### config.mk
export PLATFORM = sky130hd
export DESIGN_NAME = seri_alici_flat
export DESIGN_NICKNAME = d
export VERILOG_FILES = /design/src/rtl/seri_pkg.sv /design/src/rtl/seri_alici_if.sv /design/src/rtl/seri_alici_bit_zamanlayici.sv /design/src/rtl/seri_alici.sv /design/src/flat_wrapper.sv
export SDC_FILE = /design/constraint.sdc
export NUM_CORES = 1
export LEC_CHECK = 0
export ABC_AREA = 1
export BUFFER_PORTS_ARGS = -buffer_cell sky130_fd_sc_hd__buf_2
export CORE_MARGIN = 2
export CORE_UTILIZATION = 43
export CTS_CLUSTER_SIZE = 28
export DETAILED_ROUTE_END_ITERATION = 6
export GPL_ROUTABILITY_DRIVEN = 0
export PLACE_DENSITY = 0.61
export RECOVER_POWER = 25
export SETUP_SLACK_MARGIN = 0.2
export SLEW_MARGIN = 25
export SYNTH_ARGS = -nofsm -noshare
export SYNTH_HDL_FRONTEND = slang
export SYNTH_SLANG_ARGS = --single-unit
### constraint.sdc
create_clock -name clk -period 3.2 [get_ports clk]
set_input_delay 0.32 -clock clk [delete_from_list [all_inputs] [get_ports clk]]
set_output_delay 0.32 -clock clk [all_outputs]
set_load 0.02 [all_outputs]
### src/rtl/seri_pkg.sv
// Shared types and constants for the serial frame link.
package seri_pkg;

    typedef enum logic [2:0] {BOSTA, BASLA, VERI, DUR, BEKLE} alici_durum_t;

    localparam logic IDLE_SEVIYE  = 1'b1;
    localparam int   N_VARSAYILAN = 5;

endpackage

### src/rtl/seri_alici_if.sv
// Serial line plus the receiver's word/strobe outputs.
interface seri_alici_if #(parameter int N = seri_pkg::N_VARSAYILAN);

    logic         rx;
    logic [N-1:0] veri;
    logic         gecerli;
    logic         hata;
    logic         mesgul;

    modport master (output rx, input veri, gecerli, hata, mesgul);
    modport slave  (input rx, output veri, gecerli, hata, mesgul);

endinterface

### src/rtl/seri_alici_bit_zamanlayici.sv
// Bit-period timer: after a clear, pulses at +P/2 and then every P cycles.
module bit_zamanlayici #(
    parameter int P = 1
) (
    input  logic clk,
    input  logic reset,
    input  logic temizle,
    output logic ornekle
);

    localparam int CW = (P > 1) ? $clog2(P) : 1;
    localparam logic [CW-1:0] SON   = CW'(P - 1);
    // The counter reads 0 in the cycle after the clear edge, so the match is one behind.
    localparam logic [CW-1:0] HEDEF = CW'((P / 2 + P - 1) % P);

    logic [CW-1:0] sayac;

    always_ff @(posedge clk) begin
        if (reset || temizle) begin
            sayac <= '0;
        end else if (sayac == SON) begin
            sayac <= '0;
        end else begin
            sayac <= sayac + CW'(1);
        end
    end

    assign ornekle = (sayac == HEDEF);

endmodule

### src/rtl/seri_alici.sv
// Serial frame receiver: start bit, N data bits LSB first, stop bit; mid-bit sampling.
module seri_alici
    import seri_pkg::*;
#(
    parameter int N = N_VARSAYILAN,
    parameter int P = 1
) (
    input logic clk,
    input logic reset,
    seri_alici_if.slave bus
);

    localparam int BW = $clog2(N + 1);
    // With P=1 the start-bit check falls on the detection edge itself.
    localparam bit HEMEN = ((P / 2) == 0);

    alici_durum_t  durum;
    logic [BW-1:0] bit_idx;
    logic [N-1:0]  kaydirma;
    logic          ornekle;
    logic          temizle;

    assign temizle = (durum == BOSTA) && (bus.rx != IDLE_SEVIYE);

    bit_zamanlayici #(.P(P)) u_zamanlayici (
        .clk     (clk),
        .reset   (reset),
        .temizle (temizle),
        .ornekle (ornekle)
    );

    always_ff @(posedge clk) begin
        if (reset) begin
            durum       <= BOSTA;
            bit_idx     <= '0;
            kaydirma    <= '0;
            bus.veri    <= '0;
            bus.gecerli <= 1'b0;
            bus.hata    <= 1'b0;
            bus.mesgul  <= 1'b0;
        end else begin
            bus.gecerli <= 1'b0;
            bus.hata    <= 1'b0;
            case (durum)
                BOSTA: begin
                    if (bus.rx != IDLE_SEVIYE) begin
                        durum      <= HEMEN ? VERI : BASLA;
                        bit_idx    <= '0;
                        bus.mesgul <= 1'b1;
                    end
                end
                BASLA: begin
                    if (ornekle) begin
                        if (bus.rx == IDLE_SEVIYE) begin
                            durum      <= BOSTA;
                            bus.mesgul <= 1'b0;
                        end else begin
                            durum   <= VERI;
                            bit_idx <= '0;
                        end
                    end
                end
                VERI: begin
                    if (ornekle) begin
                        // Shifting in from the top leaves the first bit at bit 0 after N samples.
                        kaydirma <= {bus.rx, kaydirma[N-1:1]};
                        bit_idx  <= bit_idx + BW'(1);
                        if (bit_idx == BW'(N - 1)) begin
                            durum <= DUR;
                        end
                    end
                end
                DUR: begin
                    if (ornekle) begin
                        if (bus.rx == IDLE_SEVIYE) begin
                            bus.veri    <= kaydirma;
                            bus.gecerli <= 1'b1;
                            bus.mesgul  <= 1'b0;
                            durum       <= BOSTA;
                        end else begin
                            bus.hata <= 1'b1;
                            durum    <= BEKLE;
                        end
                    end
                end
                BEKLE: begin
                    if (bus.rx == IDLE_SEVIYE) begin
                        durum      <= BOSTA;
                        bus.mesgul <= 1'b0;
                    end
                end
                default: begin
                    durum      <= BOSTA;
                    bus.mesgul <= 1'b0;
                end
            endcase
        end
    end

endmodule

### src/flat_wrapper.sv
// flat-port wrapper written by rule: the top's interface ports become plain ports
module seri_alici_flat import seri_pkg::*;
#(
    parameter int N = N_VARSAYILAN,
    parameter int P = 1
)
  (clk, reset, bus_rx, bus_veri, bus_gecerli, bus_hata, bus_mesgul);
  seri_alici_if #(.N(N)) bus_i ();
  input logic clk;
  input logic reset;
  input wire logic [$bits(bus_i.rx)-1:0] bus_rx;
  output wire logic [$bits(bus_i.veri)-1:0] bus_veri;
  output wire logic [$bits(bus_i.gecerli)-1:0] bus_gecerli;
  output wire logic [$bits(bus_i.hata)-1:0] bus_hata;
  output wire logic [$bits(bus_i.mesgul)-1:0] bus_mesgul;
  assign bus_i.rx = bus_rx;
  assign bus_veri = bus_i.veri;
  assign bus_gecerli = bus_i.gecerli;
  assign bus_hata = bus_i.hata;
  assign bus_mesgul = bus_i.mesgul;
  seri_alici #(.N(N), .P(P)) u_core (.clk(clk), .reset(reset), .bus(bus_i));
endmodule
== After elaboration in Yosys (flattened, before gate mapping) ==
Cells that the tools add are included.
Storage, ports and cells
  logic and storage cells: 57
  register bits after elaboration: 20
  output and inout port bits: 8
  input bits: 3
Cells by class
  reduce and logical (&&, ||, !) cells: 12
  add/sub/neg operators: 2
  multiplexer cells: 19
  bitwise logic cells: 4
  equality and inequality tests: 12
Operator list (count)
  two-way mux 3 bit: 10
  one-hot mux 3 bit (5 select lines): 1
  != test 2 bit, second input constant: 6
  one-hot mux 3 bit (3 select lines): 1
  AND reduction 3 bit: 3
  == test 3 x 2 -> 1 bit, second input constant: 2
  == test 3 bit, second input constant: 2
  AND reduction 6 bit: 1
  two-way mux 1 bit: 5
  inverter 1 bit: 4
  one-hot mux 1 bit (4 select lines): 1
  OR reduction 2 bit: 2
  adder 3 x 1 -> 3 bit, second input constant: 1
  == test 3 x 1 -> 1 bit, second input constant: 1
  logical NOT 3 bit: 1
  nonzero test 3 bit: 1
  OR reduction 3 bit: 1
  two-way mux 2 bit: 1
  != test 2 x 1 -> 1 bit, second input constant: 1
  AND reduction 2 bit: 1
  adder 1 bit, second input constant: 1
  logical AND 1 bit: 1
  logical OR 1 bit: 1

== Depth between registers and ports, before layout ==
Gate-level depths: netlist (run 1).
  word-level depth: 4
  gate-level depth with buffers: 9
  gate-level depth less buffers: 9

== Hierarchy ==
From an unflattened synthesis (run 1), not the netlist that was laid out.
Second synthesis, totals
  cell total of the unflattened synthesis: 125
  area total of the unflattened synthesis: 910.9 µm²
By module, submodules not included
  seri_alici: cells each 122, sequential area each 380.4 µm², times used 1, area an instance 883.3 µm²
  bit_zamanlayici: cells each 3, sequential area each 20.0 µm², times used 1, area an instance 27.5 µm²

== Worst setup path before layout (run 1) ==
No wires, ideal clock.
  path kind: register -> register
  from: register u_core.bit_idx[0]
  to: register u_core.durum[2]
  clock period less this slack: 1.094 ns
  required time: 3.087 ns
  stages on the path, launching flop included: 10
  path buffers: 0
  library setup time: 0.113 ns
  slack: 2.106 ns
  arrival time: 0.981 ns
  cells stage by stage: dfxtp_1 -> inv_1 -> ha_1 -> nand2_1 -> nand3_1 -> inv_1 -> nor2_2 -> nand3_1 -> nand2_1 -> nor2_1
On the way
  word-level cells in the longest chain between the ends: 3
Ends and longest elaborated chain
  start, declared: RTL line seri_alici.sv:18  | logic [BW-1:0] bit_idx;
  start signal, assigned: RTL line seri_alici.sv:67  | bit_idx <= bit_idx + BW'(1);
  == test 3 bit: RTL line seri_alici.sv:68  | if (bit_idx == BW'(N - 1)) begin
  != test 2 x 1 -> 1 bit (no source line)
  AND reduction 6 bit (no source line)
  end signal, assigned: RTL line seri_alici.sv:47  | durum <= HEMEN ? VERI : BASLA;
  end, declared: RTL line seri_alici.sv:17  | alici_durum_t durum;
Every way passes these cells.
A chain may end at the register's enable or synchronous reset.

== Worst setup path in the final report (run 1) ==
  from: register u_core.durum[1]
  to: register u_core.bus.veri[3]
On the way
  word-level cells in the longest chain between the ends: 2
Ends and longest elaborated chain
  == test 3 x 2 -> 1 bit: RTL line seri_alici.sv:44  | case (durum)
  AND reduction 3 bit (no source line)
  end signal, assigned: RTL line seri_alici.sv:76  | bus.veri <= kaydirma;
  end, declared: RTL line seri_alici_if.sv:11  | modport slave (input rx, output veri, gecerli, hata, mesgul);
Every way passes these cells.

==> results.json, run 1 <==
{
  "cts_tree": "built",
  "ys_seq_elements": 20,
  "synth_area_um2": 910,
  "vias": 787,
  "dpl_cell_area_um2": 981,
  "worst_setup_path_start_kind": "flip-flop",
  "yosysWarnings": 0,
  "yosysUniqueCellTypes": 26,
  "p_per_area_nw_per_um2": 693,
  "synth_compound_area_share_pct": 11.1,
  "grt_max_degree": 12,
  "switchingPower_mw": 0.263,
  "power_frac_clock_pct": 20.7,
  "hold_violations": 0,
  "drc": 0,
  "stdcell_count": 161,
  "cap_violations": 0,
  "clockRootBuffer": "clkbuf_4",
  "post-route-min-period_ns": 1.35,
  "slew_viol_final": 0,
  "cts_buffer_depth": 2,
  "chipWidth_um": 50.0,
  "p_leak_nw": 0.455,
  "synth_top_area_share_pct": 44.0,
  "path_class": "reg2reg",
  "place_inst": 157,
  "setup_violations": 0,
  "internal-power_mw": 0.432,
  "num_antenna_cells": 0,
  "cts_buffers": 3,
  "cts_resized": 0,
  "final_util_pct": 50.6,
  "seq_area_frac_synth_pct": 44.0,
  "clock.fmax_ghz": 0.742,
  "routed_via_density": 4.89,
  "ir_drop_mv": 0.370,
  "finalSetupTns_ns": 0,
  "routed_wl_mm": 1.68,
  "rows": 16,
  "core_area_um2": 1980,
  "post_cts_buffers": 0,
  "synthAdderAreaFrac_pct": 2.75,
  "antenna_found_initial": 0,
  "p_seq_share_pct": 46.2,
  "clk_latency_ns": 0.29,
  "synth_mux_area_share_pct": 0,
  "dp_hpwl_mm": 1.30,
  "synth_ff_type": "dfxtp_1",
  "pin_count": 11,
  "swShare_pct": 37.8,
  "status": "completed",
  "synth_top_family_by_area": "simple AND/OR/NAND/NOR gates",
  "synth.net_count": 128,
  "fillers": 218,
  "cts.clk_slew.worst_paths_ns": 0.11,
  "final_cell_area_um2": 1000,
  "firstDrtPassIters": 4,
  "cts_num_sinks": 20,
  "synth_area_leader_cell": "dfxtp_1",
  "seq_area_um2": 400,
  "skew_ns": 0.00265,
  "htreeDepth": 1,
  "grt_usage_pct": 14.7,
  "overflow": 0,
  "die_h_um": 50.0,
  "port_buffers": 10,
  "synthToLayoutAreaGrowth_pct": 10.2,
  "multi_input_area_um2": 439,
  "cp.arrival_ns": 1.58,
  "syn_avg_cell_area_um2": 7.40,
  "start_util_pct": 45.9,
  "synthXorXnorAreaFrac_pct": 0.963,
  "required_ns": 3.43,
  "final_cell_mix": "29 x nor2_1, 20 x dfxtp_1, 17 x nand2_1",
  "cp_max_fo": 7,
  "wire_per_inst_um": 10.4,
  "hp-class": "in2reg",
  "drive_gt1_share_pct": 16.4,
  "layout_commonest_cell": "nor2_1",
  "rsz0062_at_grt": "false",
  "pwr-share-comb_pct": 33.1,
  "synthCells": 123,
  "finalCritPeriodShare_pct": 42.1,
  "whs_ns": 0.313,
  "yosys-top-cells-area": "dfxtp_1 44%, nor2_1 12%, nand2_1 7.0%, o21ai_0 6.6%, nand3_1 5.0%",
  "ant_nets": 0,
  "cp-end-kind": "flip-flop",
  "async_reset_ff_share_pct": 0,
  "drt-initial-drc-count": 12,
  "synth-edff-count": 0,
  "dieArea_um2": 2500,
  "synth-simple-area-share_pct": 34.1,
  "nets": 140,
  "ctsHoldBuffers": 0,
  "grt_pass1_vias": 666,
  "grt_pass1_wl_mm": 2.81
}
==> final timing paths <==
check,from,end,slack [ns],cells after the start
max,u_core.durum[1],u_core.bus.veri[3],1.85,6
min reg2reg,u_core.bus.mesgul,u_core.bus.mesgul,0.48,2
max reg2reg,u_core.durum[1],u_core.bus.veri[3],1.85,6
min,reset,u_core.durum[0],0.31,2
==> power by group through the flow <==
stage | sequential, mW | clock, mW | combinational, mW
6_report | 0.321 | 0.144 | 0.230
3_5_place_dp | 0.326 | 0 | 0.233
5_1_grt | 0.327 | 0.163 | 0.262
2_1_floorplan | 0.324 | 0 | 0.186
3_3_place_gp | 0.326 | 0 | 0.230
4_1_cts | 0.321 | 0.152 | 0.234
==> critical path, cell delays in order, from the launching register on <==
cell and delay, ns:
dfxtp_1 0.43, inv_2 0.09, nor3_1 0.21, nand3_1 0.25
inv_2 0.16, nor2_1 0.05, nor2_1 0.11
==> sequential cells by signal, indices dropped and copies added (netlist names) <==
name                        count
u_core.kaydirma                 5
u_core.durum                    3
u_core.u_zamanlayici.sayac      1
u_core.bus.mesgul               1
u_core.bus.veri                 5
u_core.bit_idx                  3
u_core.bus.hata                 1
u_core.bus.gecerli              1
==> cell type report <==
cell class                 count  share of cell area [%]
clock buffer                   4                    3.62
inverter                      12                    4.74
multi-input combinational     88                    43.8
sequential                    20                    40.0
tap                           27                    3.37
timing repair buffer          10                    4.49
==> metal layers <==
metal  track usage (%)  vias up  wire length, um
met4              1.39        0               10
met1              17.7      351              825
met2              24.8       16              776
met5                 0        -                0
met3              6.36        2               65
li1                  -      418                -
==> logic make-up after synthesis <==
kind of cell             count (synthesis)
flip-flops                              20
adder cells (fa/ha/maj)                  2
XOR/XNOR                                 1
other                                    1
AO/OA/AOI/OAI                           19
buffers and inverters                   15
AND/OR/NAND/NOR                         65
==> cells in the mapped netlist, types with 2 or more instances <==
cell,instances
nor2_1,29
inv_2,4
nand2_2,2
nand3_1,9
a21oi_1,4
nand2_1,17
dfxtp_1,20
o21ai_0,12
clkbuf_1,2
ha_1,2
inv_1,7
==> stage by stage <==
stage / worst slack, ns / total power [mW]
after floorplan: 2.11 / 0.510
after global placement: 1.91 / 0.557
after detailed placement: 1.88 / 0.559
after CTS: 1.91 / 0.707
after global routing: 1.65 / 0.752
final: 1.85 / 0.695
Power figures use the tool's default switching activity.
==> inputs of run 2 (changes only) <==
ABC_AREA = 0   (was 1)
PLACE_DENSITY = 0.63   (was 0.61)
clock period = 1.1 ns   (was 3.2 ns; I/O delays follow)
==> results.json, run 2 <==
{
  "status": "finished with violations",
  "violations": "negative setup slack",
  "die_h_um": 49.7,
  "drc": 0,
  "skew_ns": 0.00279,
  "port_buffers": 10,
  "synth_ff_type": "dfxtp_1",
  "overflow": 0,
  "holdPathStages": 2,
  "finalCritPeriodShare_pct": 141,
  "dr_wl_met2_um": 875,
  "rr_endpoint": "u_core.durum[2]",
  "yosysWarnings": 0,
  "htreeDepth": 1,
  "finalSetupTns_ns": -5.44,
  "synthToLayoutAreaGrowth_pct": 39.6,
  "hold_violations": 0,
  "r2r_slack_ns": -0.45,
  "synth_area_um2": 897,
  "drive_gt1_share_pct": 43.9,
  "ctsHoldBuffers": 0,
  "cts_buffer_depth": 2,
  "core_area_um2": 1960,
  "path_class": "reg2reg",
  "worst_setup_path_start_kind": "flip-flop",
  "clock.fmax_ghz": 0.645,
  "clk_latency_ns": 0.29,
  "nets": 129,
  "hp-class": "in2reg",
  "crit_path_start": "u_core.durum[1]",
  "cp_max_fo": 3,
  "wire_per_inst_um": 11.6,
  "rr_startpoint": "u_core.durum[1]",
  "synth.net_count": 97,
  "synth.most_common_cell": "dfxtp_1",
  "reg_top3": "u_core.bus.veri: 5 flops, u_core.kaydirma: 5 flops",
  "seq_area_frac_synth_pct": 44.6,
  "routed_via_density": 5.03,
  "yosysUniqueCellTypes": 32,
  "dieArea_um2": 2470,
  "drt-initial-drc-count": 6,
  "synth_area_leader_cell": "dfxtp_1",
  "final_cell_mix": "22 x buf_4, 13 x nor2_1, 13 x dfxtp_1",
  "clockRootBuffer": "clkbuf_4",
  "synth-edff-count": 0,
  "ant_nets": 0,
  "hold-path-endpoint": "u_core.bus.mesgul",
  "synthCells": 92,
  "ys_seq_elements": 20,
  "pin_count": 11,
  "finalWorstSetupSlack_ns": -0.451,
  "cap_violations": 0,
  "num_antenna_cells": 0,
  "routed_wl_mm": 1.75,
  "chipWidth_um": 49.7,
  "rsz0062_at_grt": "true",
  "ir_drop_mv": 0.897,
  "yosys-top-cells-area": "dfxtp_1 45%, mux2i_1 12%, nor2_1 5.4%, mux2_4 3.3%, ha_1 2.8%",
  "p_leak_nw": 0.525,
  "p_per_area_nw_per_um2": 1510,
  "routed-wl-met3_um": 42,
  "post_cts_buffers": 0,
  "cp.arrival_ns": 1.74,
  "final_cell_area_um2": 1250,
  "cts_tree": "built",
  "hp-start": "reset",
  "wl_met1_um": 828,
  "syn_avg_cell_area_um2": 9.75,
  "ff2ff_path_depth": 4,
  "fillers": 187,
  "layout_commonest_cell": "buf_4",
  "fin_total_pwr_mw": 1.90,
  "firstDrtPassIters": 3,
  "highest_layer": "met3",
  "grt_max_degree": 13,
  "dpl_cell_area_um2": 1140,
  "cp-end-kind": "flip-flop",
  "synth_top_area_share_pct": 44.6,
  "rows": 16,
  "post-route-min-period_ns": 1.55,
  "grt_pass1_vias": 735,
  "slew_viol_final": 0,
  "required_ns": 1.29,
  "grt_pass1_wl_mm": 3.04,
  "final_util_pct": 63.8,
  "vias": 754,
  "cts_num_sinks": 20,
  "synth.cells.most_frequent": "20 x dfxtp_1, 13 x nor2_1, 11 x mux2i_1, 4 x nand2b_1, 4 x nor2b_1",
  "cts_buffers": 3,
  "start_util_pct": 45.7,
  "grt_usage_pct": 16.0,
  "cts.clk_slew.worst_paths_ns": 0.11,
  "async_reset_ff_share_pct": 0,
  "dp_hpwl_mm": 1.29,
  "setup_violations": 19,
  "antenna_found_initial": 0
}
run 2: changes by cell type after synthesis, moves of 9 or more:
cell and delta:
nor2_1 -16, nand2_1 -15, mux2i_1 +11, o21ai_0 -11
nand3_1 -9
run 2: critical path, cell delays in order, from the launching register on:
cell and delay, ns:
dfxtp_4 0.37, mux2_4 0.29, or2_0 0.19, a211o_1 0.29
mux2_4 0.30
run 2: routing by layer:
layer | up-vias | track usage (%)
met5 | - | 0
met4 | 0 | 4.17
met3 | 0 | 3.64
met2 | 6 | 28.2
met1 | 365 | 19.4
li1 | 383 | -
run 2: how the worst max path moves through the flow:
stage | endpoint | slack (ns) | cells past startpoint
finish | u_core.durum[2] | -0.45 | 4
global route | u_core.durum[2] | -0.48 | 4
CTS | u_core.durum[2] | -0.46 | 4
detailed placement | u_core.durum[2] | -0.44 | 4
global placement | u_core.durum[2] | -0.41 | 4
floorplan | u_core.durum[2] | -0.47 | 5
run 2: where the power goes:
part	leakage [nW]	total [mW]	internal, mW	switching [mW]
clock network	0.0210	0.410	0.201	0.209
registers	0.166	0.829	0.783	0.0464
logic	0.339	0.657	0.374	0.284
run 2: final cells by class:
type                            count  area (um^2)  share of cell area (%)
Tap cell                           27         33.8                    2.70
Timing Repair Buffer               32          265                    21.2
Inverter                            3         11.3                   0.899
Clock buffer                        4         36.3                    2.90
Multi-Input combinational cell     64          494                    39.5
Sequential cell                    20          412                    32.9
run 2: cells by family after synthesis:
group	synth area share [%]
buf+inv	3.90
compound gates	10.6
other cells	0.418
fa+ha+maj	3.90
flops	44.6
simple gates	20.9
mux	15.6
run 2: per-stage QoR:
step                      instances  setup WS (ns)  hold WS [ns]
after floorplan                  92         -0.474         0.257
after global placement          146         -0.411         0.431
after detailed placement        146         -0.444         0.437
after CTS                       150         -0.459         0.109
after global routing            150         -0.484         0.133
final                           150         -0.451         0.124
run 2: what timing repair did:
action / in CTS / in global routing
endpoints found under the setup margin: 25 / 27
pin swaps: 5 / 1
cloned: 0 / 0
resized for setup: 13 / 14
